### src/rtl/adc_ddr_rx_align.sv
// Receiver for one 14-bit ADC channel carried on 7 DDR lanes.
// Reassembles each sample from rising/falling lane captures, undoes the ADC's
// bit inversion, and runs a training FSM that picks the rise/fall pairing
// (slip) by searching for a known pattern before declaring data valid.
module adc_ddr_rx_align #(
    parameter int              DW        = 14,
    parameter logic [DW-1:0]   TRAIN_PAT = 14'h1A5C,
    parameter int              TRAIN_LEN = 16,
    parameter int              WIN       = 64,
    parameter int              MAX_TRY   = 4
) (
    input  logic                 adc_clk_i,
    input  logic                 adc_rst_i,
    input  logic [DW/2-1:0]      ddr_rise_i,
    input  logic [DW/2-1:0]      ddr_fall_i,
    input  logic                 train_i,
    output logic signed [DW-1:0] adc_dat_o,
    output logic                 adc_dv_o,
    output logic                 locked_o,
    output logic                 fail_o,
    output logic                 slip_o,
    output logic [2:0]           try_cnt_o
);

    localparam int LANES   = DW / 2;
    localparam int WIN_W   = (WIN > 1) ? $clog2(WIN) : 1;
    localparam int MATCH_W = $clog2(TRAIN_LEN + 1);

    typedef enum logic [2:0] {IDLE, CHECK, FLUSH, LOCKED, FAIL} state_t;

    state_t               state;
    logic [LANES-1:0]     rise_p0;
    logic [LANES-1:0]     fall_p0;
    logic [LANES-1:0]     rise_p1;
    logic [DW-1:0]        word;
    logic [WIN_W-1:0]     win_cnt;
    logic [MATCH_W-1:0]   match_cnt;
    logic [MATCH_W-1:0]   match_nxt;
    logic                 flush_cnt;

    // ADC sends the MSB straight and bits below it inverted; flipping them back
    // yields the two's-complement sample.
    function automatic logic signed [DW-1:0] decode_word(input logic [DW-1:0] w);
        return {w[DW-1], ~w[DW-2:0]};
    endfunction

    // Lane capture stage plus a one-cycle-delayed copy of the rising bits,
    // which is used when the falling half arrives a cycle after its rising half.
    always_ff @(posedge adc_clk_i) begin
        if (adc_rst_i) begin
            rise_p0 <= '0;
            fall_p0 <= '0;
            rise_p1 <= '0;
        end else begin
            rise_p0 <= ddr_rise_i;
            fall_p0 <= ddr_fall_i;
            rise_p1 <= rise_p0;
        end
    end

    // Interleave lanes into a raw word: even bits from rise, odd bits from fall.
    always_comb begin
        word = '0;
        for (int i = 0; i < LANES; i++) begin
            word[2*i]   = slip_o ? rise_p1[i] : rise_p0[i];
            word[2*i+1] = fall_p0[i];
        end
    end

    // Decode stage, updated every cycle regardless of training state.
    always_ff @(posedge adc_clk_i) begin
        if (adc_rst_i) begin
            adc_dat_o <= '0;
        end else begin
            adc_dat_o <= decode_word(word);
        end
    end

    // Run length of consecutive pattern hits including the sample now on adc_dat_o.
    always_comb begin
        match_nxt = '0;
        if ($unsigned(adc_dat_o) == TRAIN_PAT) begin
            match_nxt = match_cnt + 1'b1;
        end
    end

    // Training FSM: search each window for a pattern run, toggle slip between
    // attempts, and give up after MAX_TRY windows.
    always_ff @(posedge adc_clk_i) begin
        if (adc_rst_i) begin
            state     <= IDLE;
            slip_o    <= 1'b0;
            try_cnt_o <= '0;
            win_cnt   <= '0;
            match_cnt <= '0;
            flush_cnt <= 1'b0;
            locked_o  <= 1'b0;
            fail_o    <= 1'b0;
            adc_dv_o  <= 1'b0;
        end else if (train_i) begin
            state     <= CHECK;
            try_cnt_o <= '0;
            win_cnt   <= '0;
            match_cnt <= '0;
            flush_cnt <= 1'b0;
            locked_o  <= 1'b0;
            fail_o    <= 1'b0;
            adc_dv_o  <= 1'b0;
        end else begin
            case (state)
                CHECK: begin
                    win_cnt   <= win_cnt + 1'b1;
                    match_cnt <= match_nxt;
                    if (match_nxt == MATCH_W'(TRAIN_LEN)) begin
                        state    <= LOCKED;
                        locked_o <= 1'b1;
                        adc_dv_o <= 1'b1;
                    end else if (win_cnt == WIN_W'(WIN - 1)) begin
                        try_cnt_o <= try_cnt_o + 3'd1;
                        if (try_cnt_o + 3'd1 == 3'(MAX_TRY)) begin
                            state  <= FAIL;
                            fail_o <= 1'b1;
                        end else begin
                            slip_o    <= ~slip_o;
                            state     <= FLUSH;
                            flush_cnt <= 1'b0;
                        end
                    end
                end
                FLUSH: begin
                    // Two cycles let samples built with the new pairing reach adc_dat_o.
                    win_cnt   <= '0;
                    match_cnt <= '0;
                    if (flush_cnt) begin
                        state <= CHECK;
                    end else begin
                        flush_cnt <= 1'b1;
                    end
                end
                default: begin
                end
            endcase
        end
    end

endmodule
### config.mk
export PLATFORM = sky130hd
export DESIGN_NAME = adc_ddr_rx_align
export DESIGN_NICKNAME = d
export VERILOG_FILES = /design/src/rtl/adc_ddr_rx_align.sv
export SDC_FILE = /design/constraint.sdc
export NUM_CORES = 1
export LEC_CHECK = 0
export ABC_AREA = 1
export ABC_CLOCK_PERIOD_IN_PS = 1850
export CELL_PAD_IN_SITES_DETAIL_PLACEMENT = 2
export CELL_PAD_IN_SITES_GLOBAL_PLACEMENT = 2
export CORE_MARGIN = 10
export CORE_UTILIZATION = 36
export CTS_CLUSTER_SIZE = 12
export DETAILED_ROUTE_END_ITERATION = 12
export DONT_BUFFER_PORTS = 1
export MAX_ROUTING_LAYER = met4
export PLACE_DENSITY_LB_ADDON = 0.1
export SKIP_LAST_GASP = 1
export SLEW_MARGIN = 20
export SYNTH_ARGS = -nofsm -noshare
export SYNTH_HDL_FRONTEND = slang
export SYNTH_SLANG_ARGS = --single-unit
### constraint.sdc
create_clock -name adc_clk_i -period 1.85 [get_ports adc_clk_i]
set_input_delay 0.185 -clock adc_clk_i [delete_from_list [all_inputs] [get_ports adc_clk_i]]
set_output_delay 0.185 -clock adc_clk_i [all_outputs]
set_load 0.02 [all_outputs]
# [Word-level counts from Yosys, hierarchy flattened]
# Index checks and enable logic that the tools add are counted.
[word_totals] input_bits=17 regBits=56 word_cells=64 output_inout_bits=21
[classes] mux=20 bitwise=5 n_eq_ne=13 n_reduce_logical=10 n_addsub=3
[op_table] cell="14-bit by 13-bit == test with 1-bit output (second input constant)" count=1
[op_table] cell="13-bit inverter" count=1
[op_table] cell="3-bit two-way mux" count=4
[op_table] cell="6-bit one-hot mux with 2 select lines" count=1
[op_table] cell="1-bit two-way mux" count=11
[op_table] cell="5-bit one-hot mux with 2 select lines" count=1
[op_table] cell="3-bit AND reduction" count=3
[op_table] cell="2-bit inequality test (second input constant)" count=4
[op_table] cell="4-bit AND reduction" count=2
[op_table] cell="6-bit by 1-bit adder with 6-bit output (second input constant)" count=1
[op_table] cell="6-bit == test (second input constant)" count=1
[op_table] cell="3-bit inequality test (second input constant)" count=2
[op_table] cell="3-bit one-hot mux with 2 select lines" count=1
[op_table] cell="5-bit by 1-bit adder with 5-bit output (second input constant)" count=1
[op_table] cell="5-bit == test (second input constant)" count=1
[op_table] cell="5-bit two-way mux" count=1
[op_table] cell="5-bit AND reduction" count=1
[op_table] cell="4-bit inequality test (second input constant)" count=1
[op_table] cell="1-bit inverter" count=4
[op_table] cell="3-bit by 1-bit adder with 3-bit output (second input constant)" count=1
[op_table] cell="3-bit by 1-bit == test with 1-bit output (second input constant)" count=1
[op_table] cell="3-bit by 2-bit == test with 1-bit output (second input constant)" count=1
[op_table] cell="3-bit == test (second input constant)" count=1
[op_table] cell="3-bit nonzero test" count=1
[op_table] cell="4 further kinds" count=4

# [Logic depth before layout (Yosys ltp)]
# Gate-level depths: netlist (run 1).
[logic_depth] word_depth=7 depth_mapped=13 mapped_depth_nobuf=13

# [Worst setup path before layout (run 1)]
# Ideal clock, no wire load.
[synth_path] kind="register -> register" start="reg match_cnt[0]" end="reg try_cnt_o[2]" path_buffers=0 path_stages_with_launch=11 synth_period_minus_slack_ns=1.559 setup_slack_ns=0.291 t_arrival_ns=1.445 setup_ns=0.113 t_required_ns=1.737 cell_sequence="dfxtp_1 > ha_1 > nand3_1 > xor2_1 > nor2_4 > nand3_4 > nand2_4 > nor2_4 > inv_2 > nor2_1 > nor2_1"
[synth_between] elab_chain_cells=5
[synth_lines] item="start: declaration" line="37" rtl="logic [MATCH_W-1:0] match_cnt;"
[synth_lines] item="start signal: assignment" line="113" rtl="match_cnt <= match_nxt;"
[synth_lines] item="5-bit by 1-bit adder with 5-bit output" line="83" rtl="match_nxt = match_cnt + 1'b1;"
[synth_lines] item="5-bit two-way mux" line="82" rtl="if ($unsigned(adc_dat_o) == TRAIN_PAT) begin"
[synth_lines] item="5-bit == test" line="114" rtl="if (match_nxt == MATCH_W'(TRAIN_LEN)) begin"
[synth_lines] item="1-bit inverter (no line)"
[synth_lines] item="3-bit AND reduction (no line)"
[synth_lines] item="end signal: assignment" line="119" rtl="try_cnt_o <= try_cnt_o + 3'd1;"
[synth_lines] item="end: declaration" line="22" rtl="output logic [2:0] try_cnt_o"
# No other way between the ends.
# A chain may end at the register's enable or synchronous reset.

# [Final worst setup path (run 1)]
# Ends and elaborated chain as after synthesis.

==> impl_metrics.py, run 1 <==
metrics = {
    "floorplan": {
        "chipHeight_um": 100,
        "initial_core_util_pct": 36.7,
        "io_pins": 38,
        "dieWidth_um": 100,
        "die_area_um2": 10000,
        "coreArea_um2": 6310,
        "rows": 29,
    },
    "yosys": {
        "ys_seq_area_share_pct": 48.4,
        "netlist_top_cells_count": "57 x nor2_1, 56 x dfxtp_1, 53 x inv_1",
        "yosys_warnings": 0,
        "synth_area_leader_cell": "dfxtp_1",
        "syn_inst": 294,
        "synth_seq_cells": 56,
        "synth_area_leaders": "dfxtp_1 48%, nor2_1 9.2%, inv_1 8.6%",
        "synth-edff-count": 0,
        "synth_top_area_share_pct": 48.4,
        "synth_ff_type": "dfxtp_1",
        "post_synth.cell_area_avg_um2": 7.87,
        "async_reset_ff_share_pct": 0,
        "synthMostInstantiatedCell": "nor2_1",
        "synth_cell_types": 31,
        "mappedNetlistArea_um2": 2310,
        "postSynthNetCount": 315,
    },
    "timing": {
        "finalSetupViolCount": 0,
        "finalSetupTns_ns": 0,
        "tightest_slew_ns": 0.520,
        "drv_slew": 0,
        "maxSlewHeadroom_pct": 65.3,
        "hold_violations": 0,
        "finalCritPeriodShare_pct": 91.4,
        "min_period_ns": 1.69,
        "fin_skew_ns": 0.00571,
        "fmax_mhz": 592,
    },
    "critical_path": {
        "slowest_stage": "dfxtp_2",
        "critPathMaxFanout": 5,
        "required_ns": 2.06,
        "crit_path_cell_trace": "ha_1 > nand3_1 > xor2_2 > nor2_4 > nand3_4 > nand2_4 > nor2_4 > inv_2 > nor2_1 > nor2_1",
        "cp-start-kind": "register",
        "arrival_ns": 1.90,
        "crit_type": "register to register",
        "worstSetupEndpointType": "register",
        "r2r_slack_ns": 0.16,
        "slowest_delay_ns": 0.35,
    },
    "cts": {
        "cts-htree-levels": 2,
        "clk_path_buf_depth": 2,
        "clk_pin_slew_ns": 0.10,
        "clockRootBuffer": "clkbuf_8",
        "numCtsBuffers": 5,
        "insertion_delay_ns": 0.31,
        "tritoncts": "built",
        "cts_sinks": 56,
        "post_cts_buffers": 0,
    },
    "finish": {
        "area_growth_pct": 17.9,
        "fill_cells": 729,
        "diodes": 0,
        "final_nets": 342,
        "drive_gt1_share_pct": 17.1,
        "fin_area_um2": 2730,
    },
    "global_route": {
        "gr-total-overflow": 0,
        "grt_first_pass_wirelength_um": 9960,
        "grt_pass1_vias": 1994,
        "track_usage_pct": 12.5,
        "antenna_found_initial": 0,
        "grt_max_degree": 30,
    },
    "power_and_ir_drop": {
        "power_density_nw_per_um2": 849,
        "p_leak_uw": 0.00125,
        "ir_drop_uv": 511,
    },
    "hold_path": {
        "hold_path.class": "primary input to register",
    },
    "place": {
        "gp_congestion": 0.733,
        "portBuffers": 0,
        "dpl-instance-area_um2": 2470,
        "place_hpwl_um": 4360,
    },
    "drt": {
        "via_per_inst": 4.68,
        "vias": 1869,
        "routed_wl_um": 5840,
        "drcViolationCount": 0,
        "wl_per_cell_um": 14.6,
        "first_pass_iters": 4,
        "ant_nets": 0,
        "drt_iter0_drc": 48,
    },
    "flow_run": {
        "max-cap-violations": 0,
    },
    "run_status": {
        "outcome": "completed",
    },
}
==> cell usage in the layout, fill, tap and decap left out, drive strengths merged <==
cell type,instances
nor2,64
inv,57
dfxtp,56
nand2,41
a21oi,23
nand3,15
dlygate4sd3,13
buf,13
o21ai,13
clkbuf,6
nand4,5
ha,4
xor2,3
a211oi,2
nor3,2
o211ai,1
clkinv,1
o221a,1
a221oi,1
bufinv,1
==> flip-flops by register name, summed over array words and instances (netlist names) <==
name,cells
fail_o,1
adc_dat_o,14
match_cnt,5
try_cnt_o,3
locked_o,1
win_cnt,6
rise_p1,7
rise_p0,7
state,3
flush_cnt,1
slip_o,1
fall_p0,7
==> final cells by class <==
class / instances / area (um2) / area share, %
clock inverter: 2 / 38.8 / 1.42
tap: 77 / 96.3 / 3.53
sequential: 56 / 1120 / 41.2
inverter: 57 / 216 / 7.93
clock buffer: 6 / 72.6 / 2.66
timing repair buffer: 26 / 225 / 8.25
multi-input combinational: 175 / 956 / 35.0
==> final timing paths <==
check,startpoint,endpoint,cells past startpoint
hold / removal,ddr_fall_i[0],fall_p0[0]$_SDFF_PP0_,2
hold reg to reg,fall_p0[2]$_SDFF_PP0_,adc_dat_o[5]$_SDFF_PP0_,1
setup / recovery,match_cnt[0]$_SDFFE_PP0P_,try_cnt_o[2]$_SDFFE_PP0P_,10
setup reg to reg,match_cnt[0]$_SDFFE_PP0P_,try_cnt_o[2]$_SDFFE_PP0P_,10
==> per-layer routing <==
metal	GRT usage [%]	up-vias	share of wire [%]
li1	-	954	-
met3	3.37	4	4.3
met4	3.26	0	1.1
met5	-	-	0
met2	20.1	24	48
met1	15.0	887	47
==> per-stage QoR <==
stage | cells | hold WS (ns) | worst slack (ns) | power [uW] | util [%]
finish | 399 | 0.00188 | 0.159 | 2320 | 43.2
global route | 399 | 0.00148 | -0.00798 | 2450 | 43.2
CTS | 399 | 0.0230 | 0.0552 | 2350 | 43.1
detailed placement | 377 | 0.255 | 0.0823 | 1510 | 39.1
global placement | 377 | 0.253 | 0.178 | 1500 | 39.1
floorplan | 294 | 0.292 | 0.291 | 1450 | -
==> where the power goes <==
| part | total, uW | internal [uW] | switching [uW] |
|---|---|---|---|
| combinational | 208 | 78.2 | 130 |
| sequential | 1300 | 1250 | 45.3 |
| clock | 811 | 410 | 401 |
| total | 2320 | 1740 | 577 |
==> cells by family after synthesis <==
kind of cell    after synthesis  share of synthesized area, %
compound gates               41                          10.5
xor+xnor                      3                          1.14
fa+ha+maj                     4                          2.16
flops                        56                          48.4
buf+inv                      63                          10.8
simple gates                127                          27.0
==> worst max-delay path, delay by kind of cell (launching register included) <==
kind | cells | cell delay (ns)
fa+ha+maj | 1 | 0.22
simple gates | 7 | 0.73
flops | 1 | 0.35
buf+inv | 1 | 0.08
xor+xnor | 1 | 0.23
==> repair_timing <==
action                                 in CTS  in global routing
hold buffers                               14                  0
resized for setup                           0                  6
setup endpoints to repair                   0                  8
endpoints found under the hold margin      29                  0
Note: power is estimated with default switching activity, not from simulation.
==> inputs of run 2 (changes only) <==
--- a/config.mk
+++ b/config.mk
@@ -6,7 +6,6 @@
 export NUM_CORES = 1
 export LEC_CHECK = 0
 export ABC_AREA = 1
-export ABC_CLOCK_PERIOD_IN_PS = 1850
 export CELL_PAD_IN_SITES_DETAIL_PLACEMENT = 2
 export CELL_PAD_IN_SITES_GLOBAL_PLACEMENT = 2
 export CORE_MARGIN = 10
@@ -21,3 +20,4 @@
 export SYNTH_ARGS = -nofsm -noshare
 export SYNTH_HDL_FRONTEND = slang
 export SYNTH_SLANG_ARGS = --single-unit
+export TNS_END_PERCENT = 10
==> run 2 against run 1 <==
Against the previous run: the flow now finishes with violations (hold timing); utilization barely moved; sequential share of layout area barely moved; flip-flop and latch count did not move; register-to-register slack barely moved; routed wire length fell by 0.74%; largest cell class unchanged; clock power fell by 0.6%; fmax barely moved; sequential power barely moved; final cell count did not move; via count rose by 0.37%.
==> impl_metrics.py, run 2 (synthesis gave the netlist of run 1 again) <==
metrics = {
    "floorplan": {
        "chipHeight_um": 100,
        "coreArea_um2": 6310,
        "io_pins": 38,
        "dieWidth_um": 100,
        "initial_core_util_pct": 36.7,
        "rows": 29,
        "die_area_um2": 10000,
    },
    "place": {
        "place_ws_ns": 0.0823,
        "gp_congestion": 0.733,
        "dpl-instance-area_um2": 2470,
        "portBuffers": 0,
        "place_hpwl_um": 4360,
    },
    "run_status": {
        "violations": "hold timing",
        "outcome": "finished, violations left",
    },
    "critical_path": {
        "arrival_ns": 1.90,
        "critPathMaxFanout": 5,
        "critPathBufInv": 1,
        "path_delay_family": "simple AND/OR/NAND/NOR gates",
        "reg2regPathDepth": 10,
        "slowest_delay_ns": 0.35,
        "reg2reg_from": "match_cnt[0]$_SDFFE_PP0P_",
        "crit_path_cell_trace": "ha_1 > nand3_1 > xor2_2 > nor2_4 > nand3_4 > nand2_4 > nor2_4 > inv_2 > nor2_1 > nor2_1",
        "r2r_slack_ns": 0.16,
        "slowest_stage": "dfxtp_2",
        "crit_type": "register to register",
        "cp-start-kind": "register",
        "required_ns": 2.06,
        "worstSetupEndpointType": "register",
        "worstReg2RegEnd": "try_cnt_o[2]$_SDFFE_PP0P_",
    },
    "cts": {
        "tritoncts": "built",
        "cts_sinks": 56,
        "insertion_delay_ns": 0.31,
        "clockRootBuffer": "clkbuf_8",
        "clk_path_buf_depth": 2,
        "cts-htree-levels": 2,
        "numCtsBuffers": 5,
        "clk_pin_slew_ns": 0.10,
    },
    "flow_run": {
        "max-cap-violations": 0,
    },
    "global_route": {
        "antenna_found_initial": 0,
        "grt_pass1_vias": 1994,
        "track_usage_pct": 12.5,
        "grt_first_pass_wirelength_um": 9960,
        "grt_max_degree": 30,
        "gr-total-overflow": 0,
    },
    "hold_path": {
        "whs_path_depth": 2,
        "hold_start": "ddr_fall_i[0]",
        "min_to": "fall_p0[0]$_SDFF_PP0_",
        "hold_path.class": "primary input to register",
    },
    "drt": {
        "drt_iter0_drc": 38,
        "first_pass_iters": 4,
        "routed_wl_um": 5790,
        "drcViolationCount": 0,
        "wl_per_cell_um": 14.5,
        "ant_nets": 0,
        "via_per_inst": 4.70,
        "vias": 1876,
    },
    "timing": {
        "tightest_slew_ns": 0.523,
        "grt_setup_unrepaired": "true",
        "hold_violations": 1,
        "fin_skew_ns": 0.00561,
        "finalSetupTns_ns": 0,
        "finalSetupViolCount": 0,
        "drv_slew": 0,
        "min_period_ns": 1.69,
        "hold_slack_ns": -0.000435,
        "maxSlewHeadroom_pct": 65.2,
        "finalCritPeriodShare_pct": 91.5,
        "fmax_mhz": 591,
        "setup_ws_ns": 0.158,
    },
    "finish": {
        "final_cell_mix": "55 x nor2_1, 54 x dfxtp_1, 53 x inv_1",
        "regMostFlops": "adc_dat_o",
        "final_common_cell": "nor2_1",
        "fin_area_um2": 2730,
        "largest_reg_flops": 14,
        "diodes": 0,
        "area_growth_pct": 17.9,
        "drive_gt1_share_pct": 16.8,
        "final_nets": 342,
        "fill_cells": 729,
    },
    "power_and_ir_drop": {
        "ir_drop_uv": 504,
        "power_density_nw_per_um2": 848,
        "p_leak_uw": 0.00124,
    },
}
==> run 2: changes by cell type in the layout (fill, tap and decap cells not counted) <==
| cell | previous run | this run |
|---|---|---|
| dfxtp_1 | 53 | 54 |
| dfxtp_2 | 3 | 2 |
==> run 2: repair_timing <==
action                     in CTS  in global routing
hold buffers                   14                  0
hold endpoints to repair       29                  0
buffers inserted                0                  0
gates resized for setup         0                  5
setup endpoints to repair       0                  8
==> run 2: layer usage <==
metal | vias to the layer above | routed length (um) | track usage (%)
met2 | 24 | 2780 | 20.1
met3 | 4 | 254 | 3.37
li1 | 954 | - | -
met1 | 894 | 2700 | 15.0
met5 | - | 0 | -
met4 | 0 | 63 | 3.26
==> run 2: worst max path at each step <==
stage	end	start	slack, ns	depth (start not counted)
floorplan	try_cnt_o[2]$_SDFFE_PP0P_	match_cnt[0]$_SDFFE_PP0P_	0.29	10
global placement	try_cnt_o[2]$_SDFFE_PP0P_	match_cnt[1]$_SDFFE_PP0P_	0.18	10
detailed placement	try_cnt_o[2]$_SDFFE_PP0P_	match_cnt[0]$_SDFFE_PP0P_	0.08	10
finish	try_cnt_o[2]$_SDFFE_PP0P_	match_cnt[0]$_SDFFE_PP0P_	0.16	10
CTS	try_cnt_o[2]$_SDFFE_PP0P_	match_cnt[0]$_SDFFE_PP0P_	0.06	10
global route	try_cnt_o[2]$_SDFFE_PP0P_	adc_dat_o[8]$_SDFF_PP0_	-0.009	10
==> run 2: through the flow <==
stage          power, uW  cells  utilization (%)
2_1_floorplan       1450    294                -
3_3_place_gp        1500    377             39.1
3_5_place_dp        1510    377             39.1
4_1_cts             2350    399             43.1
5_1_grt             2450    399             43.2
6_report            2310    399             43.2
==> run 2: report_power, final <==
group	internal (uW)	switching (uW)	leakage, uW	total [uW]
Sequential	1250	45.4	0.000462	1300
Combinational	78.1	130	0.000727	208
Clock	410	397	0.0000558	806
Total	1740	572	0.00124	2310
==> run 2: cell type report <==
class,instances,area (um2),area share [%]
clock buffers,6,72.6,2.66
repair buffers,26,225,8.25
well taps,77,96.3,3.53
inverters,57,216,7.93
clock inverters,2,38.8,1.42
multi-input cells,175,956,35.0
flip-flops and latches,56,1120,41.2
==> inputs of run 3 (changes only) <==
--- a/config.mk
+++ b/config.mk
@@ -8,7 +8,7 @@
 export ABC_AREA = 1
 export CELL_PAD_IN_SITES_DETAIL_PLACEMENT = 2
 export CELL_PAD_IN_SITES_GLOBAL_PLACEMENT = 2
-export CORE_MARGIN = 10
+export CORE_MARGIN = 1
 export CORE_UTILIZATION = 36
 export CTS_CLUSTER_SIZE = 12
 export DETAILED_ROUTE_END_ITERATION = 12
==> run 3 against run 2 <==
Against the previous run: the flow now finishes without violations; first-iteration DRC count increased by 140%; worst hold slack improved by 0.095 ns; worst setup slack got worse by 0.014 ns; non-clock buffer count increased by 2; routed wire length increased by 6.2%; critical path depth unchanged; sequential share of layout area increased by 0.13 points; utilization increased by 1.8 points; clock skew increased by 0.0057 ns; global-route usage increased by 8.5 points; flip-flop and latch count unchanged; fmax decreased by 0.80%; largest cell class unchanged; highest routed layer unchanged.
==> impl_metrics.py, run 3 (synthesis gave the netlist of run 1 again) <==
metrics = {
    "run_status": {
        "outcome": "completed",
    },
    "power_and_ir_drop": {
        "power_density_nw_per_um2": 812,
        "clockPowerShare_pct": 31.5,
        "power_frac_seq_pct": 58.8,
        "intPower_uw": 1610,
        "ir_drop_uv": 472,
        "switching_share_pct": 27.4,
        "p_leak_uw": 0.00125,
        "net-switching-power_uw": 607,
        "comb_power_share_pct": 9.8,
    },
    "drt": {
        "ant_nets": 0,
        "wl_per_cell_um": 15.4,
        "drt_iter0_drc": 92,
        "routed_wl_um": 6150,
        "drcViolationCount": 0,
        "via_per_inst": 4.90,
        "vias": 1954,
        "first_pass_iters": 4,
    },
    "timing": {
        "grt_setup_unrepaired": "false",
        "tightest_slew_ns": 0.533,
        "maxSlewHeadroom_pct": 64.5,
        "hold_violations": 0,
        "finalSetupViolCount": 0,
        "min_period_ns": 1.71,
        "fin_skew_ns": 0.0113,
        "fmax_mhz": 586,
        "drv_slew": 0,
        "finalSetupTns_ns": 0,
        "finalCritPeriodShare_pct": 92.2,
    },
    "cts": {
        "cts_sinks": 56,
        "cts-htree-levels": 2,
        "clk_pin_slew_ns": 0.10,
        "clk_path_buf_depth": 2,
        "numCtsBuffers": 5,
        "post_cts_buffers": 0,
        "clockRootBuffer": "clkbuf_8",
        "insertion_delay_ns": 0.32,
        "tritoncts": "built",
    },
    "finish": {
        "regMostFlops": "adc_dat_o",
        "area_growth_pct": 17.8,
        "drive_gt1_share_pct": 17.9,
        "final_nets": 344,
        "largest_reg_flops": 14,
        "fin_area_um2": 2730,
        "multiInputGateArea_um2": 956,
        "diodes": 0,
        "regArea_um2": 1130,
        "final_common_cell": "nor2_1",
        "fill_cells": 710,
        "final_cell_mix": "55 x nor2_1, 53 x inv_1, 52 x dfxtp_1",
    },
    "floorplan": {
        "chipHeight_um": 82.2,
        "io_pins": 38,
        "dieWidth_um": 82.2,
        "initial_core_util_pct": 38.2,
        "coreArea_um2": 6060,
        "rows": 28,
        "die_area_um2": 6750,
    },
    "place": {
        "dpl-instance-area_um2": 2470,
        "portBuffers": 0,
        "gp_congestion": 0.737,
        "place_hpwl_um": 4050,
    },
    "flow_run": {
        "max-cap-violations": 0,
    },
    "critical_path": {
        "critPathMaxFanout": 5,
        "arrival_ns": 1.92,
        "cp-start-kind": "register",
        "crit_type": "register to register",
        "required_ns": 2.06,
        "worstSetupEndpointType": "register",
    },
    "global_route": {
        "gr-total-overflow": 0,
        "grt_max_degree": 30,
        "grt_first_pass_wirelength_um": 10100,
        "track_usage_pct": 20.9,
        "antenna_found_initial": 0,
        "grt_pass1_vias": 2075,
    },
    "hold_path": {
        "hold_path.class": "primary input to register",
    },
}
[run 3: cell types whose count changed in the layout (fill, tap and decap cells not counted), sizes merged]
cell,change
buf,+1
bufinv,-1
clkbuf,-1
clkinv,+2
dlygate4sd3,+1
[run 3: power groups by stage]
| stage | logic, uW | clock network, uW | registers, uW |
|---|---|---|---|
| finish | 216 | 697 | 1300 |
| global route | 242 | 761 | 1310 |
| CTS | 212 | 722 | 1300 |
| detailed placement | 176 | 0 | 1330 |
| global placement | 169 | 0 | 1320 |
| floorplan | 120 | 0 | 1330 |
[run 3: path summary, 6_finish.rpt]
path / from / end / slack (ns) / cells after the start
max: match_cnt[0]$_SDFFE_PP0P_ / try_cnt_o[2]$_SDFFE_PP0P_ / 0.14 / 10
min: train_i / state[0]$_SDFFE_PP0P_ / 0.09 / 4
max reg2reg: match_cnt[0]$_SDFFE_PP0P_ / try_cnt_o[2]$_SDFFE_PP0P_ / 0.14 / 10
min reg2reg: fall_p0[2]$_SDFF_PP0_ / adc_dat_o[5]$_SDFF_PP0_ / 0.39 / 1
[run 3: layout make-up]
type,count,share of cell area (%)
clock buffers,5,2.52
clock inverters,3,0.826
inverters,57,7.94
multi-input cells,175,35.1
flip-flops and latches,56,41.3
well taps,75,3.44
repair buffers,28,8.90
[run 3: metal layers]
metal / up-vias / GRT usage [%] / share of wire, %
met1: 945 / 24.1 / 44
met3: 11 / 3.85 / 3.4
met2: 37 / 36.5 / 51
met5: - / - / 0
li1: 961 / - / -
met4: 0 / 6.84 / 1.8
[run 3: timing repair]
action	in CTS	in global routing
endpoints found under the setup margin	0	5
hold buffers	15	0
resized for setup	0	7
endpoints found under the hold margin	29	0
[run 3: worst max-delay path, cell delays in order (launching register included)]
cell and delay, ns:
dfxtp_2 0.35, ha_1 0.23, nand3_1 0.14, xor2_2 0.23, nor2_4 0.07, nand3_4 0.13
nand2_4 0.07, nor2_4 0.16, inv_2 0.07, nor2_1 0.10, nor2_1 0.05
[run 3: stage by stage]
step	worst slack [ns]	util [%]	std cells	total power (uW)	hold WS (ns)
final	0.144	45.0	399	2210	0.0945
after global routing	0.00357	45.0	399	2310	0.110
after CTS	0.0627	44.8	399	2230	0.0799
after detailed placement	0.0942	40.8	376	1500	0.253
after global placement	0.190	40.8	376	1490	0.253
after floorplan	0.291	-	294	1450	0.292
